<file path="src/rtl/ibex_pkg.sv">
// Shared fetch-path types and constants for the fetch request controller.
// Pure declarations: no timing or flow-control behaviour of its own.
package ibex_pkg;

  typedef enum logic [1:0] {
    IDLE,
    WAIT_GNT,
    WAIT_GNT_BR
  } fetch_req_state_e;

  localparam logic [31:0] FETCH_WORD_INCR = 32'd4;

  // Branch targets are halfword aligned; the bus only ever sees whole words.
  function automatic logic [31:0] word_align(input logic [31:0] addr);
    return {addr[31:2], 2'b00};
  endfunction

endpackage

</file>
<file path="src/rtl/ibex_fetch_req_ctrl_if.sv">
// Instruction memory bus: req/gnt address phase, rvalid data phase, in order.
// Address must hold while req is high and gnt low; responses cannot be stalled.
interface ibex_fetch_req_ctrl_if;

  logic        instr_req_o;
  logic        instr_gnt_i;
  logic [31:0] instr_addr_o;
  logic        instr_rvalid_i;
  logic [31:0] instr_rdata_i;
  logic        instr_err_i;

  modport master (
    output instr_req_o,
    output instr_addr_o,
    input  instr_gnt_i,
    input  instr_rvalid_i,
    input  instr_rdata_i,
    input  instr_err_i
  );

  modport slave (
    input  instr_req_o,
    input  instr_addr_o,
    output instr_gnt_i,
    output instr_rvalid_i,
    output instr_rdata_i,
    output instr_err_i
  );

endinterface

</file>
<file path="src/rtl/ibex_fetch_outstanding.sv">
// In-order queue of discard flags for granted requests; count/head update next cycle.
// No backpressure: the caller never pushes when full nor pops when empty.
module ibex_fetch_outstanding #(
  parameter int unsigned NUM_REQS = 2,
  parameter bit          ResetAll = 1'b0
) (
  input  logic                             clk_i,
  input  logic                             rst_ni,
  input  logic                             push_i,
  input  logic                             pop_i,
  input  logic                             discard_all_i,
  input  logic                             push_discard_i,
  output logic [$clog2(NUM_REQS + 1)-1:0]  cnt_o,
  output logic                             head_discard_o
);

  localparam int unsigned CntW = $clog2(NUM_REQS + 1);

  logic [CntW-1:0]     cnt_q, cnt_d, wr_idx;
  logic [NUM_REQS-1:0] disc_q, disc_d;

  always_comb begin
    cnt_d  = cnt_q + CntW'(push_i) - CntW'(pop_i);
    wr_idx = cnt_q - CntW'(pop_i);
    disc_d = disc_q;
    // Flags beyond the valid count are don't-care, so marking all is safe.
    if (discard_all_i) begin
      disc_d = '1;
    end
    if (pop_i) begin
      disc_d = disc_d >> 1;
    end
    for (int unsigned i = 0; i < NUM_REQS; i++) begin
      if (push_i && (wr_idx == CntW'(i))) begin
        disc_d[i] = push_discard_i;
      end
    end
  end

  always_ff @(posedge clk_i or negedge rst_ni) begin
    if (!rst_ni) begin
      cnt_q <= '0;
    end else begin
      cnt_q <= cnt_d;
    end
  end

  generate
    if (ResetAll) begin : g_disc_rst
      always_ff @(posedge clk_i or negedge rst_ni) begin
        if (!rst_ni) begin
          disc_q <= '0;
        end else begin
          disc_q <= disc_d;
        end
      end
    end else begin : g_disc_noreset
      always_ff @(posedge clk_i) begin
        disc_q <= disc_d;
      end
    end
  endgenerate

  assign cnt_o          = cnt_q;
  assign head_discard_o = disc_q[0];

endmodule

</file>
<file path="src/rtl/ibex_fetch_req_ctrl.sv">
// Fetch request controller: 0-cycle branch-to-request and response-to-FIFO paths.
// Requests are credit limited by outstanding count plus FIFO occupancy; a stalled request holds its address.
module ibex_fetch_req_ctrl
  import ibex_pkg::*;
#(
  parameter int unsigned NUM_REQS = 2,
  parameter bit          ResetAll = 1'b0
) (
  input  logic                  clk_i,
  input  logic                  rst_ni,
  input  logic                  req_i,
  input  logic                  branch_i,
  input  logic [31:0]           addr_i,
  output logic                  busy_o,
  ibex_fetch_req_ctrl_if.master bus,
  output logic                  fifo_clear_o,
  output logic [31:0]           fifo_addr_o,
  input  logic [NUM_REQS-1:0]   fifo_busy_i,
  output logic                  fifo_valid_o,
  output logic [31:0]           fifo_rdata_o,
  output logic                  fifo_err_o
);

  localparam int unsigned CntW = $clog2(NUM_REQS + 1);

  fetch_req_state_e state_q, state_d;
  logic [31:0]      fetch_addr_q, fetch_addr_d;
  logic [31:0]      br_addr_q, br_addr_d;
  logic [31:0]      branch_tgt, occ_cnt, instr_addr;
  logic [CntW-1:0]  out_cnt;
  logic             new_req_ok, instr_req, push, push_discard, head_discard;

  assign branch_tgt = word_align(addr_i);

  always_comb begin
    occ_cnt = '0;
    for (int unsigned i = 0; i < NUM_REQS; i++) begin
      occ_cnt = occ_cnt + 32'(fifo_busy_i[i]);
    end
  end

  // FIFO occupancy is irrelevant on a branch because the FIFO is flushed that cycle.
  assign new_req_ok = req_i && (32'(out_cnt) < NUM_REQS) &&
                      (branch_i || ((32'(out_cnt) + occ_cnt) < NUM_REQS));

  always_comb begin
    state_d      = state_q;
    fetch_addr_d = fetch_addr_q;
    br_addr_d    = br_addr_q;
    instr_req    = 1'b0;
    instr_addr   = fetch_addr_q;
    push_discard = 1'b0;
    unique case (state_q)
      IDLE: begin
        instr_req  = new_req_ok;
        instr_addr = branch_i ? branch_tgt : fetch_addr_q;
        if (instr_req && bus.instr_gnt_i) begin
          fetch_addr_d = instr_addr + FETCH_WORD_INCR;
        end else begin
          fetch_addr_d = instr_addr;
          if (instr_req) begin
            state_d = WAIT_GNT;
          end
        end
      end
      WAIT_GNT: begin
        instr_req    = 1'b1;
        push_discard = branch_i;
        if (bus.instr_gnt_i) begin
          fetch_addr_d = branch_i ? branch_tgt : fetch_addr_q + FETCH_WORD_INCR;
          state_d      = IDLE;
        end else if (branch_i) begin
          br_addr_d = branch_tgt;
          state_d   = WAIT_GNT_BR;
        end
      end
      WAIT_GNT_BR: begin
        // The held request is stale; it completes only to keep the bus protocol legal.
        instr_req    = 1'b1;
        push_discard = 1'b1;
        if (bus.instr_gnt_i) begin
          fetch_addr_d = branch_i ? branch_tgt : br_addr_q;
          state_d      = IDLE;
        end else if (branch_i) begin
          br_addr_d = branch_tgt;
        end
      end
      default: begin
        state_d = IDLE;
      end
    endcase
  end

  assign push = instr_req & bus.instr_gnt_i;

  ibex_fetch_outstanding #(
    .NUM_REQS (NUM_REQS),
    .ResetAll (ResetAll)
  ) u_outstanding (
    .clk_i          (clk_i),
    .rst_ni         (rst_ni),
    .push_i         (push),
    .pop_i          (bus.instr_rvalid_i),
    .discard_all_i  (branch_i),
    .push_discard_i (push_discard),
    .cnt_o          (out_cnt),
    .head_discard_o (head_discard)
  );

  always_ff @(posedge clk_i or negedge rst_ni) begin
    if (!rst_ni) begin
      state_q <= IDLE;
    end else begin
      state_q <= state_d;
    end
  end

  generate
    if (ResetAll) begin : g_addr_rst
      always_ff @(posedge clk_i or negedge rst_ni) begin
        if (!rst_ni) begin
          fetch_addr_q <= '0;
          br_addr_q    <= '0;
        end else begin
          fetch_addr_q <= fetch_addr_d;
          br_addr_q    <= br_addr_d;
        end
      end
    end else begin : g_addr_noreset
      always_ff @(posedge clk_i) begin
        fetch_addr_q <= fetch_addr_d;
        br_addr_q    <= br_addr_d;
      end
    end
  endgenerate

  assign bus.instr_req_o  = instr_req;
  assign bus.instr_addr_o = instr_addr;
  assign fifo_clear_o     = branch_i;
  assign fifo_addr_o      = addr_i;
  assign fifo_valid_o     = bus.instr_rvalid_i & ~head_discard & ~branch_i;
  assign fifo_rdata_o     = bus.instr_rdata_i;
  assign fifo_err_o       = bus.instr_err_i;
  assign busy_o           = instr_req | (out_cnt != '0);

  a_rvalid_needs_outstanding: assert property (
    @(posedge clk_i) disable iff (!rst_ni) bus.instr_rvalid_i |-> (out_cnt != '0));

  a_stalled_addr_stable: assert property (
    @(posedge clk_i) disable iff (!rst_ni)
    (instr_req && !bus.instr_gnt_i) |=> (instr_req && (instr_addr == $past(instr_addr))));

endmodule

</file>
<file path="src/flat_wrapper.sv">
// flat-port wrapper written by rule: the top's interface ports become plain ports
module ibex_fetch_req_ctrl_flat import ibex_pkg::*;
#(
  parameter int unsigned NUM_REQS = 2,
  parameter bit          ResetAll = 1'b0
)
  (clk_i, rst_ni, req_i, branch_i, addr_i, busy_o, fifo_clear_o, fifo_addr_o, fifo_busy_i, fifo_valid_o, fifo_rdata_o, fifo_err_o, bus_instr_req_o, bus_instr_addr_o, bus_instr_gnt_i, bus_instr_rvalid_i, bus_instr_rdata_i, bus_instr_err_i);
  ibex_fetch_req_ctrl_if bus_i ();
  input  logic clk_i;
  input  logic rst_ni;
  input  logic req_i;
  input  logic branch_i;
  input  logic [31:0] addr_i;
  output logic busy_o;
  output logic fifo_clear_o;
  output logic [31:0] fifo_addr_o;
  input  logic [NUM_REQS-1:0] fifo_busy_i;
  output logic fifo_valid_o;
  output logic [31:0] fifo_rdata_o;
  output logic fifo_err_o;
  output wire logic [$bits(bus_i.instr_req_o)-1:0] bus_instr_req_o;
  output wire logic [$bits(bus_i.instr_addr_o)-1:0] bus_instr_addr_o;
  input wire logic [$bits(bus_i.instr_gnt_i)-1:0] bus_instr_gnt_i;
  input wire logic [$bits(bus_i.instr_rvalid_i)-1:0] bus_instr_rvalid_i;
  input wire logic [$bits(bus_i.instr_rdata_i)-1:0] bus_instr_rdata_i;
  input wire logic [$bits(bus_i.instr_err_i)-1:0] bus_instr_err_i;
  assign bus_instr_req_o = bus_i.instr_req_o;
  assign bus_instr_addr_o = bus_i.instr_addr_o;
  assign bus_i.instr_gnt_i = bus_instr_gnt_i;
  assign bus_i.instr_rvalid_i = bus_instr_rvalid_i;
  assign bus_i.instr_rdata_i = bus_instr_rdata_i;
  assign bus_i.instr_err_i = bus_instr_err_i;
  ibex_fetch_req_ctrl #(.NUM_REQS(NUM_REQS), .ResetAll(ResetAll)) u_core (.clk_i(clk_i), .rst_ni(rst_ni), .req_i(req_i), .branch_i(branch_i), .addr_i(addr_i), .busy_o(busy_o), .bus(bus_i), .fifo_clear_o(fifo_clear_o), .fifo_addr_o(fifo_addr_o), .fifo_busy_i(fifo_busy_i), .fifo_valid_o(fifo_valid_o), .fifo_rdata_o(fifo_rdata_o), .fifo_err_o(fifo_err_o));
endmodule
</file>
<file path="config.mk">
export PLATFORM = sky130hd
export DESIGN_NAME = ibex_fetch_req_ctrl_flat
export DESIGN_NICKNAME = d
export VERILOG_FILES = /design/src/rtl/ibex_pkg.sv /design/src/rtl/ibex_fetch_req_ctrl_if.sv /design/src/rtl/ibex_fetch_outstanding.sv /design/src/rtl/ibex_fetch_req_ctrl.sv /design/src/flat_wrapper.sv
export SDC_FILE = /design/constraint.sdc
export NUM_CORES = 1
export LEC_CHECK = 0
export BUFFER_PORTS_ARGS = -buffer_cell sky130_fd_sc_hd__buf_2
export CORE_MARGIN = 5
export CORE_UTILIZATION = 45
export CTS_CLUSTER_SIZE = 28
export DETAILED_ROUTE_END_ITERATION = 8
export GPL_TIMING_DRIVEN = 0
export PLACE_DENSITY = 0.7
export SYNTH_ARGS = -nofsm -noshare
export SYNTH_HDL_FRONTEND = slang
export SYNTH_SLANG_ARGS = --single-unit
</file>
<file path="constraint.sdc">
create_clock -name clk_i -period 8.65 [get_ports clk_i]
set_input_delay 0.865 -clock clk_i [delete_from_list [all_inputs] [get_ports clk_i]]
set_output_delay 0.865 -clock clk_i [all_outputs]
set_load 0.1 [all_outputs]
</file>
==> results by group <==
Critical path
  • Worst path required time: 8750 ps
  • Reg2reg path depth: 8
  • Worst R2R End: u_core.fetch_addr_q[19]
  • Cell family with most CP delay: buffers and inverters
  • Slowest stage delay, CP: approximately 500 ps
  • Setup crit start kind: input pin
  • CP max-delay cell: nor2_1
  • Most common cell on crit path: buf_2
  • R2r setup slk: 5430 ps
  • RR Startpoint: u_core.state_q[1]
  • Critical path class: in2reg
  • Crit path max fanout: 10
  • Cell Chain, Critical Path: buf_2 -> buf_4 -> buf_4 -> buf_2 -> buf_2 -> nand2_1 -> o21ai_0 -> ha_1 -> nand4b_1 -> nor2_1 -> nand3_1 -> a21oi_1 -> o32ai_1 -> a31o_2
  • Cell depth of the worst setup path: 14
  • Crit. End Element: flop
  • Crit path buffers/inverters: 5
  • Worst Path Arrival: 4320 ps

Timing
  • Worst-margin pin slew: between 800 and 900 ps
  • Max-slew violation count: 0
  • Setup TNS: 0 ps
  • Fin crit share: between 40% and 50%
  • Hold Vio Cnt, Final: 0
  • Min Clock Period, post-route: 4220 ps
  • Rel. slew slack: 43.5%
  • Clock skew: about 6.4 ps
  • Final setup viols: 0
  • Peak Freq: 237 MHz
  • RSZ-0062 raised after global routing: false

Synthesis
  • Primary FF master, synth: edfxtp_1
  • Ys Warns: 0
  • Synth Area per Inst: 9.31 um2
  • Synth top area share: 32.0%
  • Syn_nets: 741
  • Cells after Synth: 656
  • Asr flop ratio synth: 5.71%
  • EDFF count, synth: 65
  • Yosys top cell by area: edfxtp_1
  • Largest cells by area after synthesis: edfxtp_1 32%, mux2_2 9.4%, buf_4 8.4%
  • Synth cell types: 61
  • Yosys reg bits: 70
  • Register area share after synthesis: about a third
  • Post-synth design cell area: 6110 um2

Global routing
  • Gr usage total: 23.8%
  • Number of global-route vias before repair: 5,638
  • Initial antenna violation count: 0
  • Total grt overflow: 0
  • First-pass GRT wire length: 30,500 um
  • Largest net degree at the start of global routing: 25

Placed design
  • # placed instances: about 970
  • Final GP Congestion: 0.986
  • Post-DP Area: 7070 um2
  • Dpl hpwl: 14,300 um
  • IO buf count: roughly 140

Finish
  • Register area: 2070 um2
  • Commonest cells after routing, fill and taps aside: 152 x buf_2, 68 x buf_4, 65 x nand2_1, 65 x edfxtp_1, 51 x mux2_2
  • Fill count: 1,204
  • Commonest non-fill, non-tap cell in the layout: buf_2
  • Share of cells above drive strength 1: 38.1%
  • Area delta synth->final: 20.7%
  • Cell Count, Final, Fillers Out: 988
  • Final core occ: 55.5%
  • N_diodes: 0
  • Design area: between 7000 and 8000 um2
  • Nets: 892
  • Multi-input gate area: between 3000 and 4000 um2

Clock tree
  • CTS H-tree lvls: 3
  • CTS tree: built
  • Clk_lat worst skew: 340 ps
  • Clock root cell: clkbuf_16
  • Reg clk slew, reported paths: about 60 ps
  • Num CTS Buffers: 9
  • Worst-case clock buffer depth: 2
  • Post-CTS Setup Bufs: 0
  • Resize count post-CTS: 0
  • Number of hold buffers added after cts: 0
  • Clock sinks: 70

Route
  • Via density per instance: 5.91
  • # DRC: 0
  • Antenna Nets Post-Route: 0
  • WL final: 19,700 um
  • DR pass1 iterations: 6
  • WL/cell: 19.9 um
  • Via count: roughly 5,800
  • DRT iter0 DRCs: approximately 740

Pwr
  • Worst VDD drop: 0.263 mV
  • Clk pwr share: between 10% and 20%
  • Switching share of power: 56.5%
  • Pleak: 3.10 nW
  • Seq pwr share: 25.0%
  • P_int: 1.18 mW
  • NetSw: around 1.5 mW
  • Gate power share: 61.0%
  • PwrDens: 367 nW/um2

Floorplanning
  • Num rows: 42
  • Starting Density: 45.9%
  • # IOs: 174
  • Core area: 13,300 um2
  • Die width: between 100 and 150 um
  • Die Height: 127 um
  • Die area: approximately 16,000 um2

Run status
  • Status: complete, no violations

Job
  • Max-cap check violation count: 0

Min path
  • Worst min path class: in2async
sequential cells by signal (all words and copies together), names as in the netlist:
signal,flops
u_core.br_addr_q,32
u_core.fetch_addr_q,32
u_core.state_q,2
u_core.u_outstanding.cnt_o,2
u_core.u_outstanding.disc_q,2
metal layers:
layer / vias up / global-route usage [%] / routed length [um]
li1: 2630 / - / -
met1: 2729 / 31.7 / 7560
met2: 420 / 37.5 / 9060
met3: 60 / 5.46 / 2370
met4: 0 / 9.46 / 698
met5: - / 0 / 0
stage by stage:
step	hold slack, ps	power, mW	worst slack, ps
2_1_floorplan	482	1.95	3690
3_3_place_gp	492	2.26	3890
3_5_place_dp	508	2.30	4310
4_1_cts	315	2.69	4580
5_1_grt	308	2.81	4380
6_report	314	2.71	4430
power by group through the flow:
| stage | Sequential (mW) | Combinational, mW | Clock (mW) |
|---|---|---|---|
| global route | 0.690 | 1.72 | 0.399 |
| detailed placement | 0.674 | 1.63 | 0 |
| floorplan | 0.632 | 1.32 | 0 |
| finish | 0.677 | 1.65 | 0.380 |
| global placement | 0.674 | 1.59 | 0 |
| CTS | 0.669 | 1.64 | 0.382 |
logic make-up after synthesis:
group           share of synthesized area, %
simple gates                            17.5
buf+inv                                 12.6
compound gates                          12.9
mux                                     15.0
flops                                   33.9
xor+xnor                                5.45
fa+ha+maj                               2.58
synth_stat cells (3+ instances only):
master    instances
mux2_2           51
ha_1             11
nor2_1           30
nand4_1          13
xnor2_1          25
edfxtp_1         65
nor3_1            8
mux2i_1          33
a22oi_2           3
buf_4            68
o221ai_1          5
o211ai_1          6
a21oi_1          19
dfrtp_1           4
nand3_1          30
inv_1            26
a31oi_1           3
nand2_1          65
nand2b_1          3
a221oi_1          3
and2_1            8
or3_1             3
a32o_1            3
nor4_2            4
a22oi_1          14
buf_1             3
xor2_1           13
clkbuf_1         16
nor2b_1           9
and3_1            3
nand3b_1         13
nand4b_1          3
o21ai_0          41
buf_2            14
final cells by class:
class	count	share of cell area, %
tap	176	2.99
timing repair buffer	140	9.91
sequential	70	28.1
buffer	103	9.14
clock inverter	4	0.611
inverter	26	1.32
multi-input combinational	457	44.5
clock buffer	12	3.48
worst max-delay path by stage:
| stage | from | end |
|---|---|---|
| global placement | u_core.state_q[0] | u_core.br_addr_q[10] |
| CTS | branch_i | fifo_valid_o |
| global route | branch_i | u_core.fetch_addr_q[22] |
| floorplan | fifo_busy_i[0] | busy_o |
| finish | branch_i | u_core.fetch_addr_q[12] |
| detailed placement | branch_i | u_core.fetch_addr_q[30] |
worst register-to-register path, cell delays in order (launching register included):
cell	delay, ps
dfrtp_1	430
inv_1	110
ha_1	140
clkbuf_1	580
and2_1	270
clkbuf_1	520
clkbuf_1	660
o21ai_0	200
o211ai_1	130
Note: power is estimated with default switching activity, not from simulation.
